`src/rtl/lfsr_pkg.sv`:
```
// Shared definitions for the LFSR family: mode encodings used by every LFSR block.
package lfsr_pkg;

    typedef enum logic {
        MODE_FIB = 1'b0,
        MODE_GAL = 1'b1
    } lfsr_mode_e;

endpackage

```
`src/rtl/lfsr_next.sv`:
```
// Combinational one-step LFSR next-state function, Fibonacci or Galois form.
module lfsr_next
    import lfsr_pkg::*;
#(
    parameter int unsigned       WIDTH = 4,
    parameter logic [WIDTH-1:0]  TAPS  = 4'b1100
) (
    input  logic [WIDTH-1:0] q,
    input  logic             mode,
    output logic [WIDTH-1:0] next
);

    logic fb;

    always_comb begin
        fb   = ^(q & TAPS);
        next = {q[WIDTH-2:0], fb};
        if (lfsr_mode_e'(mode) == MODE_GAL) begin
            // Rotate left, then fold the outgoing MSB into every tapped position.
            next = {q[WIDTH-2:0], q[WIDTH-1]}
                 ^ ({WIDTH{q[WIDTH-1]}} & {TAPS[WIDTH-2:0], 1'b0});
        end
    end

endmodule

```
`src/rtl/lfsr_param.sv`:
```
// Parameterised LFSR with load, lock-up recovery, step counting and period detection.
module lfsr_param
    import lfsr_pkg::*;
#(
    parameter int unsigned       WIDTH = 4,
    parameter logic [WIDTH-1:0]  TAPS  = 4'b1100,
    parameter logic [WIDTH-1:0]  SEED  = {WIDTH{1'b1}}
) (
    input  logic             clk,
    input  logic             rst,
    input  logic             en,
    input  logic             mode,
    input  logic             load,
    input  logic [WIDTH-1:0] load_data,
    output logic [WIDTH-1:0] q,
    output logic             serial_out,
    output logic [WIDTH-1:0] step_cnt,
    output logic             period_done,
    output logic [WIDTH-1:0] period_len,
    output logic             lockup
);

    logic [WIDTH-1:0] q_q, q_d;
    logic [WIDTH-1:0] start_q, start_d;
    logic [WIDTH-1:0] step_cnt_q, step_cnt_d;
    logic [WIDTH-1:0] period_len_q, period_len_d;
    logic             period_done_q, period_done_d;
    logic             lockup_q, lockup_d;
    logic [WIDTH-1:0] next;

    lfsr_next #(
        .WIDTH (WIDTH),
        .TAPS  (TAPS)
    ) u_next (
        .q    (q_q),
        .mode (mode),
        .next (next)
    );

    always_comb begin
        q_d           = q_q;
        start_d       = start_q;
        step_cnt_d    = step_cnt_q;
        period_len_d  = period_len_q;
        period_done_d = 1'b0;
        lockup_d      = 1'b0;
        if (load) begin
            q_d        = load_data;
            start_d    = load_data;
            step_cnt_d = '0;
        end else if (en) begin
            if (q_q == '0) begin
                // All-zero is a fixed point of both forms; recover from SEED.
                q_d        = SEED;
                step_cnt_d = '0;
                lockup_d   = 1'b1;
            end else begin
                q_d = next;
                if (next == start_q) begin
                    period_done_d = 1'b1;
                    period_len_d  = step_cnt_q + WIDTH'(1);
                    step_cnt_d    = '0;
                end else begin
                    step_cnt_d = step_cnt_q + WIDTH'(1);
                end
            end
        end
    end

    always_ff @(posedge clk) begin
        if (rst) begin
            q_q           <= SEED;
            start_q       <= SEED;
            step_cnt_q    <= '0;
            period_len_q  <= '0;
            period_done_q <= 1'b0;
            lockup_q      <= 1'b0;
        end else begin
            q_q           <= q_d;
            start_q       <= start_d;
            step_cnt_q    <= step_cnt_d;
            period_len_q  <= period_len_d;
            period_done_q <= period_done_d;
            lockup_q      <= lockup_d;
        end
    end

    assign q           = q_q;
    assign serial_out  = q_q[WIDTH-1];
    assign step_cnt    = step_cnt_q;
    assign period_done = period_done_q;
    assign period_len  = period_len_q;
    assign lockup      = lockup_q;

endmodule
```
`config.mk`:
```
export PLATFORM = sky130hd
export DESIGN_NAME = lfsr_param
export DESIGN_NICKNAME = d
export VERILOG_FILES = /design/src/rtl/lfsr_pkg.sv /design/src/rtl/lfsr_next.sv /design/src/rtl/lfsr_param.sv
export SDC_FILE = /design/constraint.sdc
export NUM_CORES = 1
export LEC_CHECK = 0
export BUFFER_PORTS_ARGS = -buffer_cell sky130_fd_sc_hd__buf_2
export CAP_MARGIN = 40
export CORE_MARGIN = 10
export CORE_UTILIZATION = 30
export DETAILED_ROUTE_END_ITERATION = 12
export PLACE_DENSITY = 0.51
export SYNTH_ARGS = -nofsm -noshare
export SYNTH_HDL_FRONTEND = slang
export SYNTH_SLANG_ARGS = --single-unit
```
`constraint.sdc`:
```
create_clock -name clk -period 1.9 [get_ports clk]
set_input_delay 0.38 -clock clk [delete_from_list [all_inputs] [get_ports clk]]
set_output_delay 0.38 -clock clk [all_outputs]
set_load 0.005 [all_outputs]
```
==> run_results.csv, run 1 <==
group,metric,value,unit
status,outcome,"completed",
worst_setup_path,regToRegSetupSlack,0.09,ns
pwr,clockPowerShare,0.310,
sta,final.min_clock_period,1.81,ns
sta,rsz0062_at_grt,"yes",
cts,clockBufferDepth,2,
worst_setup_path,required,2.10,ns
drt,routedWlPerCell,13.8,um
placed_design,hpwl,1620,um
worst_setup_path,cp.depth,6,
sta,fmaxAchievable,0.552,GHz
cts,clk_pin_slew,0.10,ns
synth,ys_warn_count,0,
synth,yosysSeqAreaShare,0.416,
worst_setup_path,cp.arrival,2.01,ns
sta,fin_ws,0.0888,ns
sta,timing.setup.tns,0,ns
sta,max_slew.worst_pin.slew,0.400,ns
synth,synth_fp_nets,107,
drt,vias,746,
layout,multi_input_area,488,sq um
placed_design,placed_area,1000,sq um
placed_design,dpl.cell_count,146,
floorplan,die_area,5430,sq um
layout,fin_util,0.387,
pwr,p_int,0.571,mW
cts,post-cts-setup-buffer-count,0,
worst_setup_path,crit_path_start,"q[3]",
global_route,grt-ovfl-total,0,
synth,synthArstFlopShare,0,
floorplan,ios,24,
hold_path,hold_path_class,"in -> reg",
worst_setup_path,endpoint,"period_len[0]",
job,maxCapViolations,0,
pwr,power.switching,0.210,mW
synth,ys_ff_latch,18,
synth,synthCells,96,
floorplan,die_x,73.7,um
global_route,grt_start_max_net_pins,16,
layout,seq_area,363,sq um
synth,syn_area,866,sq um
sta,hold_violations,0,
sta,finalClockSkew,0.00515,ns
cts,cts_root_buf,"clkbuf_4",
worst_setup_path,worstSetupPathType,"reg -> reg",
worst_setup_path,end_kind,"flop",
worst_setup_path,crit_fanout,4,
cts,holdBufCountCts,0,
layout,diodes,0,
floorplan,die_h,73.7,um
sta,relSlewSlack,0.731,
pwr,pwr-share-comb,0.165,
worst_setup_path,critPathTopFamily,"multiplexers",
cts,cts_tree,"done",
global_route,grt_pass1_vias,761,
pwr,sw_frac_of_total,0.269,
worst_setup_path,crit_path_cell_trace,"inv_1 -> ha_1 -> mux2i_2 -> xnor2_2 -> and4_4 -> mux2_4",
placed_design,io_buffers,23,
layout,fin_area,1070,sq um
layout,final_layout_size_suffix_gt1_frac,0.319,
layout,layout_commonest_cell,"buf_2",
floorplan,core,2760,sq um
worst_setup_path,reg2reg_to,"period_len[0]",
sta,slew_violations,0,
drt,drtIter0Drc,30,
synth,synth_area_per_cell,9.02,sq um
layout,area_growth,23.3,%
floorplan,rows,19,
cts,htreeDepth,1,
global_route,grt_first_pass_wirelength,3390,um
global_route,track_usage,0.0783,
pwr,p_seq_frac,0.525,
cts,numClockSinks,18,
layout,num-fill-cells,285,
placed_design,pre_cts_slack,0.0720,ns
worst_setup_path,r2r_start,"q[3]",
placed_design,routabilityCongestion,0.747,
worst_setup_path,r2r_cells,6,
pwr,leakage,0.503,nW
drt,drt-vias-per-instance,4.97,
floorplan,initial_core_util,0.314,
global_route,antenna_found_initial,0,
pwr,irDropWorstVdd,478,uV
drt,dr.pass1.iters,4,
synth,synth_cell_types,31,
cts,insertion_delay,0.30,ns
cts,cts_buffers,3,
layout,finalNetCount,131,
drt,drc,0,
layout,fin_cells,150,
worst_setup_path,critPathSlowestCell,"dfxtp_2",
synth,synth_edf_count,0,
drt,wl,2070,um
worst_setup_path,cp.buffers_inverters,1,
cts,cts_resized,0,
layout,final_cell_mix,"23 x buf_2, 16 x dfxtp_1, 9 x nor2_1",
sta,finalSetupViolCount,0,
worst_setup_path,setup.worst_path.start_class,"flop",
drt,ant_nets,0,
sta,fin_crit_sh,0.953,
worst_setup_path,slowest_delay,0.37,ns
synth,synthFlopType,"dfxtp_1",
pwr,power_density,732,nW/um^2
-- synthesized netlist by cell type, drive strengths merged, types with 2 or more instances --
cell	n	area [sq um]
dfxtp	18	360
nor2	9	33.8
inv	7	26.3
o21ai	7	35.0
a21oi	6	30.0
mux2i	4	40.0
nand2b	4	25.0
nor2b	4	25.0
xnor2	4	35.0
clkbuf	3	11.3
nand3	3	15.0
a32o	2	20.0
and3	2	12.5
ha	2	25.0
mux2	2	26.3
nand2	2	7.51
nor3	2	10.0
o21a	2	15.0
xor2	2	17.5
-- sequential cells by signal, summed over array words and instances (netlist names) --
name / flops
q: 4
lockup: 1
period_len: 4
step_cnt: 4
period_done: 1
start_q: 4
-- cell type report --
class | instances | area share
Timing Repair Buffer | 23 | 0.108
Sequential cell | 18 | 0.340
Inverter | 7 | 0.0246
Tap cell | 31 | 0.0363
Multi-Input combinational cell | 67 | 0.457
Clock buffer | 4 | 0.0340
-- layer usage --
metal / vias to the layer above / GRT usage / share of wire / wire [um]
met4: 0 / 0.0373 / 0.015 / 30
met2: 20 / 0.116 / 0.43 / 893
met5: - / 0 / 0 / 0
met1: 342 / 0.0903 / 0.44 / 909
li1: 380 / - / - / -
met3: 4 / 0.0417 / 0.11 / 232
-- worst min-delay path by stage --
stage | start | endpoint | depth (start not counted)
after floorplan | start_q[1] | start_q[1] | 2
after global placement | start_q[2] | start_q[2] | 2
after detailed placement | start_q[2] | start_q[2] | 2
after CTS | load_data[3] | q[3] | 3
after global routing | load_data[3] | q[3] | 3
final | load_data[3] | q[3] | 3
-- metrics by stage --
step | hold WS, ns | power, mW
2_1_floorplan | 0.442 | 0.495
3_3_place_gp | 0.459 | 0.532
3_5_place_dp | 0.465 | 0.534
4_1_cts | 0.296 | 0.776
5_1_grt | 0.292 | 0.832
6_report | 0.303 | 0.781
-- logic make-up after synthesis --
group / Yosys count / share of synthesized area
multiplexers: 6 / 0.0766
AND/OR/NAND/NOR: 31 / 0.198
flip-flops: 18 / 0.416
AO/OA/AOI/OAI: 22 / 0.168
adder cells (fa/ha/maj): 2 / 0.0289
buffers and inverters: 11 / 0.0520
XOR/XNOR: 6 / 0.0607
-- power by group through the flow --
stage          clock, mW  combinational, mW  sequential (mW)
6_report           0.242              0.129            0.410
5_1_grt            0.274              0.146            0.413
4_1_cts            0.250              0.118            0.408
3_5_place_dp           0              0.117            0.417
3_3_place_gp           0              0.116            0.416
2_1_floorplan          0             0.0794            0.416
-- tightest hold or removal path: stages --
cell	delay (ns)
buf_2	0.08
a21oi_1	0.06
nand2_1	0.05
Power figures use the tool's default switching activity.
==> inputs of run 2 (changes only) <==
SETUP_SLACK_MARGIN = 0.2   (was not set)
==> run 2 against run 1 <==
Clock power down 4%. Largest power group unchanged. Wire length rose by 4.7%. Die area unchanged. Register-to-register slack improved by 0.14 ns. Combinational power up 33%. Hold slack improved by 0.0080 ns. Sequential power hardly changed. Largest cell class unchanged. Clock skew is 0.0012 ns lower. Highest routed layer unchanged. Setup slack improved by 0.14 ns.
==> run_results.csv, run 2 (synthesized netlist as in run 1, its figures left out) <==
group,metric,value,unit
placed_design,placed_area,1000,sq um
sta,rsz0062_at_grt,"no",
drt,vias,764,
cts,numClockSinks,18,
floorplan,initial_core_util,0.314,
pwr,irDropWorstVdd,490,uV
sta,fin_crit_sh,0.879,
layout,area_growth,32.8,%
drt,routedWlPerCell,13.9,um
floorplan,ios,24,
job,maxCapViolations,0,
worst_setup_path,end_kind,"flop",
drt,dr.pass1.iters,4,
pwr,sw_frac_of_total,0.266,
cts,cts_tree,"done",
placed_design,dpl.cell_count,146,
worst_setup_path,required,2.09,ns
hold_path,hold_path_class,"in -> reg",
layout,num-fill-cells,290,
sta,slew_violations,0,
sta,timing.setup.tns,0,ns
placed_design,hpwl,1600,um
placed_design,routabilityCongestion,0.736,
floorplan,die_x,73.7,um
pwr,power.switching,0.216,mW
layout,fin_cells,156,
pwr,power_density,706,nW/um^2
pwr,p_seq_frac,0.503,
global_route,track_usage,0.0792,
layout,fin_area,1150,sq um
cts,htreeDepth,1,
layout,multi_input_area,526,sq um
layout,layout_commonest_cell,"buf_2",
drt,wl,2160,um
cts,cts_buffers,3,
layout,final_layout_size_suffix_gt1_frac,0.384,
pwr,fin_total_pwr,0.812,mW
cts,clockBufferDepth,2,
worst_setup_path,setup.worst_path.start_class,"flop",
floorplan,die_area,5430,sq um
global_route,grt_first_pass_wirelength,3510,um
sta,relSlewSlack,0.735,
drt,ant_nets,0,
sta,finalSetupViolCount,0,
layout,seq_area,363,sq um
floorplan,rows,19,
pwr,leakage,0.532,nW
cts,cts_root_buf,"clkbuf_4",
floorplan,core,2760,sq um
placed_design,io_buffers,23,
layout,final_cell_mix,"23 x buf_2, 16 x dfxtp_1, 8 x nor2_1",
global_route,grt_pass1_vias,807,
worst_setup_path,crit_fanout,3,
sta,hold_violations,0,
sta,max_slew.worst_pin.slew,0.394,ns
pwr,pwr-share-comb,0.211,
layout,finalNetCount,137,
sta,finalClockSkew,0.00400,ns
pwr,p_int,0.597,mW
cts,clk_pin_slew,0.10,ns
floorplan,die_h,73.7,um
drt,drtIter0Drc,23,
drt,drc,0,
global_route,grt_start_max_net_pins,16,
global_route,antenna_found_initial,0,
drt,drt-vias-per-instance,4.90,
worst_setup_path,worstSetupPathType,"reg -> reg",
cts,holdBufCountCts,0,
status,outcome,"completed",
global_route,grt-ovfl-total,0,
worst_setup_path,cp.arrival,1.86,ns
pwr,clockPowerShare,0.287,
layout,diodes,0,
cts,insertion_delay,0.29,ns
sta,fmaxAchievable,0.599,GHz
sta,final.min_clock_period,1.67,ns
==> run 2: power by group through the flow <==
stage / logic (mW) / clock network, mW / registers, mW
after floorplan: 0.0795 / 0 / 0.416
after global placement: 0.116 / 0 / 0.417
after detailed placement: 0.117 / 0 / 0.418
after CTS: 0.139 / 0.242 / 0.408
after global routing: 0.189 / 0.262 / 0.411
final: 0.171 / 0.233 / 0.408
==> run 2: worst paths after layout <==
| kind | start | to | slack (ns) | cells past startpoint |
|---|---|---|---|---|
| worst min register to register | start_q[1] | start_q[1] | 0.48 | 2 |
| worst max-delay path | q[2] | period_len[0] | 0.23 | 6 |
| worst min-delay path | load_data[0] | q[0] | 0.31 | 3 |
| worst max register to register | q[2] | period_len[0] | 0.23 | 6 |
==> run 2: critical path, cell delays in order (launching register included) <==
cell and delay [ns]:
dfxtp_2 0.34, inv_1 0.06, ha_4 0.26, mux2i_4 0.20, xnor2_2 0.16, and4_4 0.26, mux2_4 0.29
==> run 2: per-layer routing <==
| layer | wire (um) | part of all wire | global-route usage |
|---|---|---|---|
| met5 | 0 | 0 | 0 |
| met1 | 950 | 0.44 | 0.0866 |
| met2 | 995 | 0.46 | 0.131 |
| met3 | 207 | 0.096 | 0.0471 |
| met4 | 9 | 0.0042 | 0.0124 |
==> run 2: metrics by stage <==
stage	utilization	hold WS, ns	worst slack (ns)
final	0.417	0.311	0.230
after global routing	0.417	0.304	0.187
after CTS	0.395	0.305	0.204
after detailed placement	0.364	0.462	0.129
after global placement	0.364	0.459	0.183
after floorplan	-	0.442	0.203
==> run 2: layout make-up <==
type,instances,area share
flip-flops and latches,18,0.316
inverters,7,0.0229
multi-input cells,67,0.457
well taps,31,0.0337
repair buffers,29,0.139
clock buffers,4,0.0316
==> run 2: timing repair <==
item                                    in CTS  in global routing
endpoints found under the setup margin       5                  6
setup buffers                                4                  2
gates resized for setup                      3                  8
endpoints found under the hold margin        0                  0
pin swaps                                    3                  3
==> inputs of run 3 (changes only) <==
SYNTH_HIERARCHICAL = 1   (was not set)
clock period = 1.8 ns   (was 1.9 ns; I/O delays follow)
==> run 3 against run 2 <==
Critical path depth fell by 2. Largest power group unchanged. Power grew 1.1%. Via count fell by 4.1%. Maximum frequency is 10% higher. Critical path type unchanged.
==> run_results.csv, run 3 <==
group,metric,value,unit
synth,synth_edf_count,0,
synth,synthCells,92,
job,maxCapViolations,0,
synth,synth_area_leaders,"dfxtp_1 45%, xnor2_1 7.6%, o21ai_0 5.6%, a21oi_1 5.0%, nor2_1 4.7%",
layout,diodes,0,
floorplan,die_x,71.8,um
placed_design,routabilityCongestion,0.681,
synth,ys_warn_count,6,
worst_setup_path,crit_path_cell_trace,"nor4_4 -> or3b_4 -> or3_1 -> a21oi_1",
global_route,grt_first_pass_wirelength,3310,um
worst_setup_path,critPathTopFamily,"simple AND/OR/NAND/NOR gates",
layout,layout_commonest_cell,"buf_2",
worst_setup_path,end_kind,"flop",
synth,synthFlopType,"dfxtp_1",
drt,routedWlPerCell,13.5,um
layout,num-fill-cells,277,
placed_design,placed_area,927,sq um
global_route,grt_pass1_vias,742,
layout,fin_cells,146,
sta,max_slew.worst_pin.slew,0.379,ns
cts,cts_tree,"done",
drt,wl,1970,um
worst_setup_path,cp.arrival,1.74,ns
global_route,antenna_found_initial,0,
synth,ys_ff_latch,18,
worst_setup_path,required,2.03,ns
cts,cts_root_buf,"clkbuf_4",
synth,synth_cell_types,27,
sta,finalSetupViolCount,0,
worst_setup_path,setup.worst_path.start_class,"flop",
worst_setup_path,slowest_delay,0.48,ns
cts,insertion_delay,0.29,ns
drt,drtIter0Drc,34,
pwr,p_seq_frac,0.535,
drt,drc,0,
layout,finalNetCount,127,
global_route,track_usage,0.0775,
drt,dr.pass1.iters,6,
status,outcome,"completed",
worst_setup_path,critPathSlowestCell,"dfxtp_1",
worst_setup_path,crit_fanout,5,
placed_design,io_buffers,23,
sta,worst_hold_slack,0.300,ns
drt,vias,733,
pwr,clockPowerShare,0.301,
synth,synth_fp_nets,102,
drt,ant_nets,0,
cts,holdBufCountCts,0,
cts,clockBufferDepth,2,
layout,final_layout_size_suffix_gt1_frac,0.336,
sta,rsz0062_at_grt,"no",
sta,timing.setup.tns,0,ns
sta,slew_violations,0,
pwr,pwr-share-comb,0.164,
synth,yosysSeqAreaShare,0.447,
synth,yosysMostFrequentCell,"dfxtp_1",
cts,cts_buffers,3,
drt,drt-vias-per-instance,5.02,
floorplan,rows,18,
floorplan,core,2520,sq um
cts,numClockSinks,18,
pwr,power_density,809,nW/um^2
sta,fin_crit_sh,0.840,
layout,final_cell_mix,"23 x buf_2, 16 x dfxtp_1, 9 x nor2_1, 9 x o21ai_0, 8 x a21oi_1",
synth,synthArstFlopShare,0,
worst_setup_path,cp.buffers_inverters,0,
sta,finalClockSkew,0.00376,ns
global_route,grt-ovfl-total,0,
synth,ys_top_cells_by_count,"18 x dfxtp_1, 10 x nor2_1, 9 x o21ai_0",
sta,fmaxAchievable,0.661,GHz
floorplan,die_area,5160,sq um
synth,netlist.area_leader.share,0.447,
global_route,grt_start_max_net_pins,17,
layout,multi_input_area,417,sq um
placed_design,dpl.cell_count,140,
synth,yosysTopAreaCell,"dfxtp_1",
pwr,power.switching,0.215,mW
pwr,irDropWorstVdd,518,uV
pwr,p_int,0.606,mW
hold_path,hold_path_class,"in -> reg",
floorplan,ios,24,
placed_design,hpwl,1500,um
pwr,leakage,0.451,nW
worst_setup_path,worstSetupPathType,"reg -> reg",
floorplan,die_h,71.8,um
cts,htreeDepth,1,
layout,seq_area,368,sq um
pwr,sw_frac_of_total,0.262,
floorplan,initial_core_util,0.319,
cts,clk_pin_slew,0.10,ns
sta,hold_violations,0,
layout,fin_area,1010,sq um
synth,syn_area,806,sq um
sta,final.min_clock_period,1.51,ns
layout,area_growth,25.9,%
synth,synth_area_per_cell,8.76,sq um
sta,relSlewSlack,0.747,
==> run 3: power groups by stage <==
stage | Combinational, mW | Sequential [mW] | Clock [mW]
after floorplan | 0.0868 | 0.443 | 0
after global placement | 0.123 | 0.446 | 0
after detailed placement | 0.124 | 0.446 | 0
after CTS | 0.124 | 0.438 | 0.257
after global routing | 0.152 | 0.443 | 0.275
final | 0.135 | 0.439 | 0.247
==> run 3: routing by layer <==
layer / vias to the layer above / global-route usage / routed length, um / part of all wire
li1: 367 / - / - / -
met1: 339 / 0.0830 / 909 / 0.46
met2: 25 / 0.128 / 870 / 0.44
met3: 2 / 0.0441 / 176 / 0.090
met4: 0 / 0.0194 / 9 / 0.0046
met5: - / 0 / 0 / 0
==> run 3: final timing paths <==
check | startpoint | endpoint | slack, ns | cells past startpoint
worst max-delay path | q[1] | period_len[0] | 0.29 | 4
worst min-delay path | load_data[3] | q[3] | 0.30 | 3
worst max register to register | q[1] | period_len[0] | 0.29 | 4
worst min register to register | start_q[2] | start_q[2] | 0.47 | 2
==> run 3: per-stage QoR <==
stage	util	total power, mW	setup slack, ns
final	0.402	0.821	0.288
after global routing	0.402	0.869	0.201
after CTS	0.383	0.819	0.260
after detailed placement	0.368	0.570	0.126
after global placement	0.368	0.568	0.160
after floorplan	-	0.530	0.212
==> run 3: worst register-to-register path, cell delays in order, from the launching register on <==
cell,delay [ns]
dfxtp_1,0.48
nor4_4,0.09
or3b_4,0.41
or3_1,0.36
a21oi_1,0.12
==> run 3: area by class of cell <==
class,count,area share
Multi-Input combinational cell,63,0.411
Sequential cell,18,0.363
Timing Repair Buffer,26,0.136
Tap cell,30,0.0370
Clock buffer,4,0.0358
Inverter,5,0.0185
==> run 3: cell families (layout without fill, tap and decap cells) <==
kind of cell	count (synthesis)	after routing	share of synthesized area
and+or+nand+nor	30	30	0.208
AOI/OAI and AO/OA	24	24	0.171
DFF	18	18	0.447
buffers and inverters	11	35	0.0714
xor gates and xnor gates	8	8	0.0870
adders and majority gates	1	1	0.0155
==> run 3: repair_timing <==
| item | in CTS | in global routing |
|---|---|---|
| endpoints found under the setup margin | 2 | 13 |
| gates resized for setup | 2 | 7 |
| pin swaps | 0 | 4 |
| setup buffers | 0 | 2 |
